`config.mk`:
```
export PLATFORM = sky130hd
export DESIGN_NAME = debug_dump_tx_flat
export DESIGN_NICKNAME = d
export VERILOG_FILES = /design/src/rtl/debug_dump_tx_if.sv /design/src/rtl/debug_dump_tx.sv /design/src/flat_wrapper.sv
export SDC_FILE = /design/constraint.sdc
export NUM_CORES = 1
export LEC_CHECK = 0
export ABC_AREA = 1
export BUFFER_PORTS_ARGS = -buffer_cell sky130_fd_sc_hd__buf_4
export CAP_MARGIN = 5
export CORE_ASPECT_RATIO = 1.2
export CORE_MARGIN = 2
export CORE_UTILIZATION = 53
export DETAILED_ROUTE_END_ITERATION = 8
export PLACE_DENSITY = 0.8
export SLEW_MARGIN = 20
export SYNTH_ARGS = -nofsm -noshare
export SYNTH_HDL_FRONTEND = slang
export SYNTH_SLANG_ARGS = --single-unit
```
`constraint.sdc`:
```
create_clock -name i_clk -period 1.8 [get_ports i_clk]
set_clock_uncertainty 0.2 [all_clocks]
set_input_delay 0.18 -clock i_clk [delete_from_list [all_inputs] [get_ports i_clk]]
set_output_delay 0.18 -clock i_clk [all_outputs]
set_load 0.02 [all_outputs]
```
`src/rtl/debug_dump_tx_if.sv`:
```
// Byte handshake between the debug dump serializer and the UART transmitter.
// valid/ready: o_tx_start is a one-cycle "take o_tx_data" strobe; i_tx_done is a one-cycle "byte finished" strobe.
interface debug_dump_tx_if;
  logic       o_tx_start;
  logic [7:0] o_tx_data;
  logic       i_tx_done;

  modport master (
    output o_tx_start,
    output o_tx_data,
    input  i_tx_done
  );

  modport slave (
    input  o_tx_start,
    input  o_tx_data,
    output i_tx_done
  );
endinterface

```
`src/rtl/debug_dump_tx.sv`:
```
// Serializes a PC + register-file snapshot into a UART byte stream:
// header byte, PC (LSB first), then reg[0..NUM_REGS-1] (each LSB first).
module debug_dump_tx #(
  parameter int          NUM_REGS      = 32,
  parameter int          REG_ADDR_BITS = 5,
  parameter int          WORD_BITS     = 32,
  parameter logic [7:0]  HEADER_BYTE   = 8'hA5
) (
  input  logic                     i_clk,
  input  logic                     i_reset,
  input  logic                     i_start,
  input  logic [WORD_BITS-1:0]     i_pc,
  output logic [REG_ADDR_BITS-1:0] o_reg_addr,
  input  logic [WORD_BITS-1:0]     i_reg_data,
  debug_dump_tx_if.master          tx,
  output logic                     o_busy,
  output logic                     o_done,
  output logic [2:0]               o_state
);

  localparam int BYTES  = WORD_BITS / 8;
  localparam int BIDX_W = (BYTES > 1) ? $clog2(BYTES) : 1;

  typedef enum logic [2:0] {
    S_IDLE   = 3'd0,
    S_SEND   = 3'd1,
    S_WAIT   = 3'd2,
    S_FETCH  = 3'd3,
    S_LOAD   = 3'd4,
    S_FINISH = 3'd5
  } state_t;

  typedef enum logic [1:0] {
    PH_HDR = 2'd0,
    PH_PC  = 2'd1,
    PH_REG = 2'd2
  } phase_t;

  state_t                   state_q, state_d;
  phase_t                   phase_q, phase_d;
  logic [WORD_BITS-1:0]     word_q, word_d;
  logic [WORD_BITS-1:0]     word_shift;
  logic [7:0]               tx_data_q, tx_data_d;
  logic [BIDX_W-1:0]        byte_idx_q, byte_idx_d;
  // One bit wider than the address so a full 2^REG_ADDR_BITS dump terminates.
  logic [REG_ADDR_BITS:0]   reg_idx_q, reg_idx_d;
  logic [REG_ADDR_BITS-1:0] reg_addr_q, reg_addr_d;
  logic                     last_byte;
  logic                     more_regs;

  always_ff @(posedge i_clk) begin
    if (!i_reset) begin
      state_q    <= S_IDLE;
      phase_q    <= PH_HDR;
      word_q     <= '0;
      tx_data_q  <= '0;
      byte_idx_q <= '0;
      reg_idx_q  <= '0;
      reg_addr_q <= '0;
    end else begin
      state_q    <= state_d;
      phase_q    <= phase_d;
      word_q     <= word_d;
      tx_data_q  <= tx_data_d;
      byte_idx_q <= byte_idx_d;
      reg_idx_q  <= reg_idx_d;
      reg_addr_q <= reg_addr_d;
    end
  end

  assign word_shift = word_q >> 8;
  assign last_byte  = (byte_idx_q == BIDX_W'(BYTES - 1));
  assign more_regs  = (reg_idx_q < (REG_ADDR_BITS + 1)'(NUM_REGS));

  always_comb begin
    state_d    = state_q;
    phase_d    = phase_q;
    word_d     = word_q;
    tx_data_d  = tx_data_q;
    byte_idx_d = byte_idx_q;
    reg_idx_d  = reg_idx_q;
    reg_addr_d = reg_addr_q;
    case (state_q)
      S_IDLE: begin
        if (i_start) begin
          word_d     = i_pc;
          tx_data_d  = HEADER_BYTE;
          phase_d    = PH_HDR;
          byte_idx_d = '0;
          reg_idx_d  = '0;
          reg_addr_d = '0;
          state_d    = S_SEND;
        end
      end
      S_SEND: state_d = S_WAIT;
      S_WAIT: begin
        if (tx.i_tx_done) begin
          if (phase_q == PH_HDR) begin
            // PC was captured at start, so it streams straight after the header.
            phase_d    = PH_PC;
            tx_data_d  = word_q[7:0];
            byte_idx_d = '0;
            state_d    = S_SEND;
          end else if (!last_byte) begin
            word_d     = word_shift;
            tx_data_d  = word_shift[7:0];
            byte_idx_d = byte_idx_q + 1'b1;
            state_d    = S_SEND;
          end else if (phase_q == PH_PC || more_regs) begin
            // Address moves now so the registered read is valid during LOAD.
            reg_addr_d = reg_idx_q[REG_ADDR_BITS-1:0];
            reg_idx_d  = reg_idx_q + 1'b1;
            phase_d    = PH_REG;
            state_d    = S_FETCH;
          end else begin
            state_d = S_FINISH;
          end
        end
      end
      S_FETCH: state_d = S_LOAD;
      S_LOAD: begin
        word_d     = i_reg_data;
        tx_data_d  = i_reg_data[7:0];
        byte_idx_d = '0;
        state_d    = S_SEND;
      end
      S_FINISH: state_d = S_IDLE;
      default:  state_d = S_IDLE;
    endcase
  end

  assign tx.o_tx_start = (state_q == S_SEND);
  assign tx.o_tx_data  = tx_data_q;
  assign o_busy        = (state_q == S_SEND) || (state_q == S_WAIT) ||
                         (state_q == S_FETCH) || (state_q == S_LOAD);
  assign o_done        = (state_q == S_FINISH);
  assign o_reg_addr    = reg_addr_q;
  assign o_state       = state_q;

endmodule

```
`src/flat_wrapper.sv`:
```
// flat-port wrapper written by rule: the top's interface ports become plain ports
module debug_dump_tx_flat 
#(
  parameter int          NUM_REGS      = 32,
  parameter int          REG_ADDR_BITS = 5,
  parameter int          WORD_BITS     = 32,
  parameter logic [7:0]  HEADER_BYTE   = 8'hA5
)
  (i_clk, i_reset, i_start, i_pc, o_reg_addr, i_reg_data, o_busy, o_done, o_state, tx_o_tx_start, tx_o_tx_data, tx_i_tx_done);
  debug_dump_tx_if tx_i ();
  input  logic i_clk;
  input  logic i_reset;
  input  logic i_start;
  input  logic [WORD_BITS-1:0] i_pc;
  output logic [REG_ADDR_BITS-1:0] o_reg_addr;
  input  logic [WORD_BITS-1:0] i_reg_data;
  output logic o_busy;
  output logic o_done;
  output logic [2:0] o_state;
  output wire logic [$bits(tx_i.o_tx_start)-1:0] tx_o_tx_start;
  output wire logic [$bits(tx_i.o_tx_data)-1:0] tx_o_tx_data;
  input wire logic [$bits(tx_i.i_tx_done)-1:0] tx_i_tx_done;
  assign tx_o_tx_start = tx_i.o_tx_start;
  assign tx_o_tx_data = tx_i.o_tx_data;
  assign tx_i.i_tx_done = tx_i_tx_done;
  debug_dump_tx #(.NUM_REGS(NUM_REGS), .REG_ADDR_BITS(REG_ADDR_BITS), .WORD_BITS(WORD_BITS), .HEADER_BYTE(HEADER_BYTE)) u_core (.i_clk(i_clk), .i_reset(i_reset), .i_start(i_start), .i_pc(i_pc), .o_reg_addr(o_reg_addr), .i_reg_data(i_reg_data), .tx(tx_i), .o_busy(o_busy), .o_done(o_done), .o_state(o_state));
endmodule
```
==> flow_summary.ini <==
[global_route]
grt_pass1_vias = 3747
track_usage_pct = 29.8
grt_max_degree = 53
gr-total-overflow = 0
grt_pass1_wl_mm = 15.9
antenna_found_initial = 0

[drt]
ant_nets = 0
drt_iter0_drc = 279
wl_per_cell_um = 12.9
vias_per_cell = 5.09
vias = 3974
drc_errors = 0
firstDrtPassIters = 5
routed_wl_mm = 10.1

[finish]
n_antenna_cell = 0
fillers = 422
fin_cells = 780
final_nets = 764
fin_util_pct = 81.4
syn_to_final_growth_pct = 49.6
drive_above_1_share_pct = 20.6

[floorplan]
die_w_um = 75.5
start_util_pct = 54.4
io_pins = 87
fp.dieH_um = 89.8
die_area_sq_um = 6780
core-area_sq_um = 5970
rows = 31

[synth]
synthCells = 547
yosysSeqAreaShare_pct = 35.7
syn_area_sq_um = 3250
ys_ff_latch = 58
synth_cell_types = 26
yosys_warnings = 0
avgSynthCellArea_sq_um = 5.94
syn_nets = 617

[critical_path]
critPathSlowestCell = dfxtp_4
cp_common_cell = inv_6
required_ns = 1.42
rr_startpoint = u_core.byte_idx_q[0]
end_kind = output pin
timing_worst_setup_path_type = flip-flop to output pin
r2r_end = u_core.word_q[13]
reg2reg_slack_ns = 0.10
cp_slowest_stage_delay_ns = 0.38
crit_fanout = 7
cp.arrival_ns = 1.38
r2r_cells = 6
worst_setup_path_start_kind = flip-flop
path_cells = inv_6 -> nand3_4 -> inv_6 -> nor2_8 -> o21ai_1 -> buf_4

[worst_hold_path]
hold_path_class = input pin to flip-flop
holdPathEnd = u_core.word_q[27]
worstHoldPathCells = 5
holdCritStartpoint = i_reg_data[27]

[power_and_ir_drop]
peakVddDrop_uv = 510
power.density_nw_per_um2 = 809
leakage_nw = 2.44
p_total_w = 0.00393

[clocking]
numCtsBuffers = 9
root_buffer = clkbuf_8
ctsHtreeMaxLevel = 3
clockBufferDepth = 2
clk_pin_slew_ns = 0.07
cts_tree = yes
clk_latency_ns = 0.35
clock-sinks = 58

[timing]
fmax_mhz = 568
holdWs_ns = 0.00680
rsz0062_at_grt = yes
drv_slew = 0
relSlewSlack_pct = 70.7
worst_pin_slew_ns = 0.439
hold_violations = 0
setup_viol = 0
fin_crit_sh_pct = 97.9
finalCriticalPeriod_ns = 1.76

[place]
hpwlAfterDp_mm = 5.85
gp_congestion = 0.876
io_buffers = 86
dp_cells = 707

[outcome]
status = finished clean

[job]
cap_violations = 0
## routing by layer
metal	global-route usage [%]	up-vias	wire, um
met3	4.93	41	571
met2	51.2	183	5260
met5	0	-	0
met1	33.5	1780	3820
li1	-	1970	-
met4	16.2	0	409
## how the worst max path moves through the flow
| stage | from | to | slack, ns | depth (start not counted) |
|---|---|---|---|---|
| 4_1_cts | u_core.o_state[0] | o_busy | 0.007 | 6 |
| 5_1_grt | u_core.byte_idx_q[0] | u_core.tx.o_tx_data[5] | -0.02 | 7 |
| 3_5_place_dp | u_core.o_state[0] | u_core.word_q[6] | -0.03 | 9 |
| 6_report | u_core.o_state[0] | o_busy | 0.04 | 6 |
| 3_3_place_gp | u_core.o_state[0] | u_core.tx.o_tx_data[7] | 0.02 | 7 |
| 2_1_floorplan | u_core.o_state[0] | o_busy | 0.009 | 7 |
## critical path: cells and delay by family (launching register included)
| kind | cells | cell delay [ns] |
|---|---|---|
| AO/OA/AOI/OAI | 1 | 0.11 |
| buffers and inverters | 3 | 0.37 |
| flip-flops | 1 | 0.38 |
| AND/OR/NAND/NOR | 2 | 0.17 |
## state kept, by name, indices dropped and copies added, names as in the netlist
name	count
u_core.word_q	32
u_core.tx.o_tx_data	8
u_core.reg_idx_q	6
u_core.o_reg_addr	5
u_core.o_state	3
u_core.byte_idx_q	2
u_core.phase_q	2
## layout make-up
cell class	count	area [sq um]	area share (%)
Clock inverter	6	82.6	1.70
Inverter	52	208	4.27
Sequential cell	58	1170	24.1
Clock buffer	9	124	2.55
Multi-Input combinational cell	410	1770	36.4
Timing Repair Buffer	163	1400	28.9
Tap cell	82	103	2.11
## power by group
| part | internal [W] | switching [W] | total (W) |
|---|---|---|---|
| registers | 0.00143 | 0.0000858 | 0.00152 |
| clock network | 0.000763 | 0.000535 | 0.00130 |
| logic | 0.000498 | 0.000618 | 0.00112 |
## cells in the mapped netlist (all sizes together)
cell,number,area [sq um]
buf,20,128
a21oi,19,95.1
dfxtp,58,1160
nand4,1,6.26
o21bai,1,7.51
nand2,220,828
clkbuf,7,26.3
nand3,46,260
clkinv,1,3.75
xor2,1,8.76
nor2,95,378
inv,51,191
nor3,6,35.0
ha,2,25.0
o21ai,19,95.1
## layout by cell type (no fill, tap or decap)
cell and count:
bufinv_16 2, nor2_4 3, buf_4 106, clkinvlp_4 1
nand3_2 2, nor2_1 91, buf_6 1, clkbuf_8 9
nand2_1 218, clkinv_1 1, nor3_1 5, o21ai_0 17
clkbuf_16 1, nand4_1 1, o21ai_1 2, nor3_4 1
nand3_4 2, inv_6 2, nand3_1 42, inv_4 1
a21oi_1 19, nand2_2 2, dfxtp_4 2, buf_12 2
inv_1 46, o21bai_1 1, clkinv_2 3, xor2_1 1
nor2_8 1, dfxtp_2 1, ha_1 2, inv_2 2
dlygate4sd3_1 53, dfxtp_1 55
## logic make-up after synthesis
kind of cell	synth area share [%]
buffers and inverters	10.7
AOI/OAI and AO/OA	6.08
xor gates and xnor gates	0.270
adders and majority gates	0.770
and+or+nand+nor	46.4
DFF	35.7
## per-stage QoR
stage	setup slack (ns)	area, sq um	setup TNS (ns)
2_1_floorplan	0.00879	3250	0
3_3_place_gp	0.0218	4010	0
3_5_place_dp	-0.0312	4010	-0.496
4_1_cts	0.00690	4760	0
5_1_grt	-0.0159	4860	-0.0276
6_report	0.0379	4860	0
## timing repair
item | 4_1_cts | 5_1_grt
endpoints found under the setup margin | 39 | 48
gates resized for setup | 6 | 13
hold buffers | 52 | 1
pin swaps | 1 | 1
buffers inserted | 1 | 3
gates cloned | 0 | 1
endpoints found under the hold margin | 31 | 1
(Power assumes the default switching activity.)
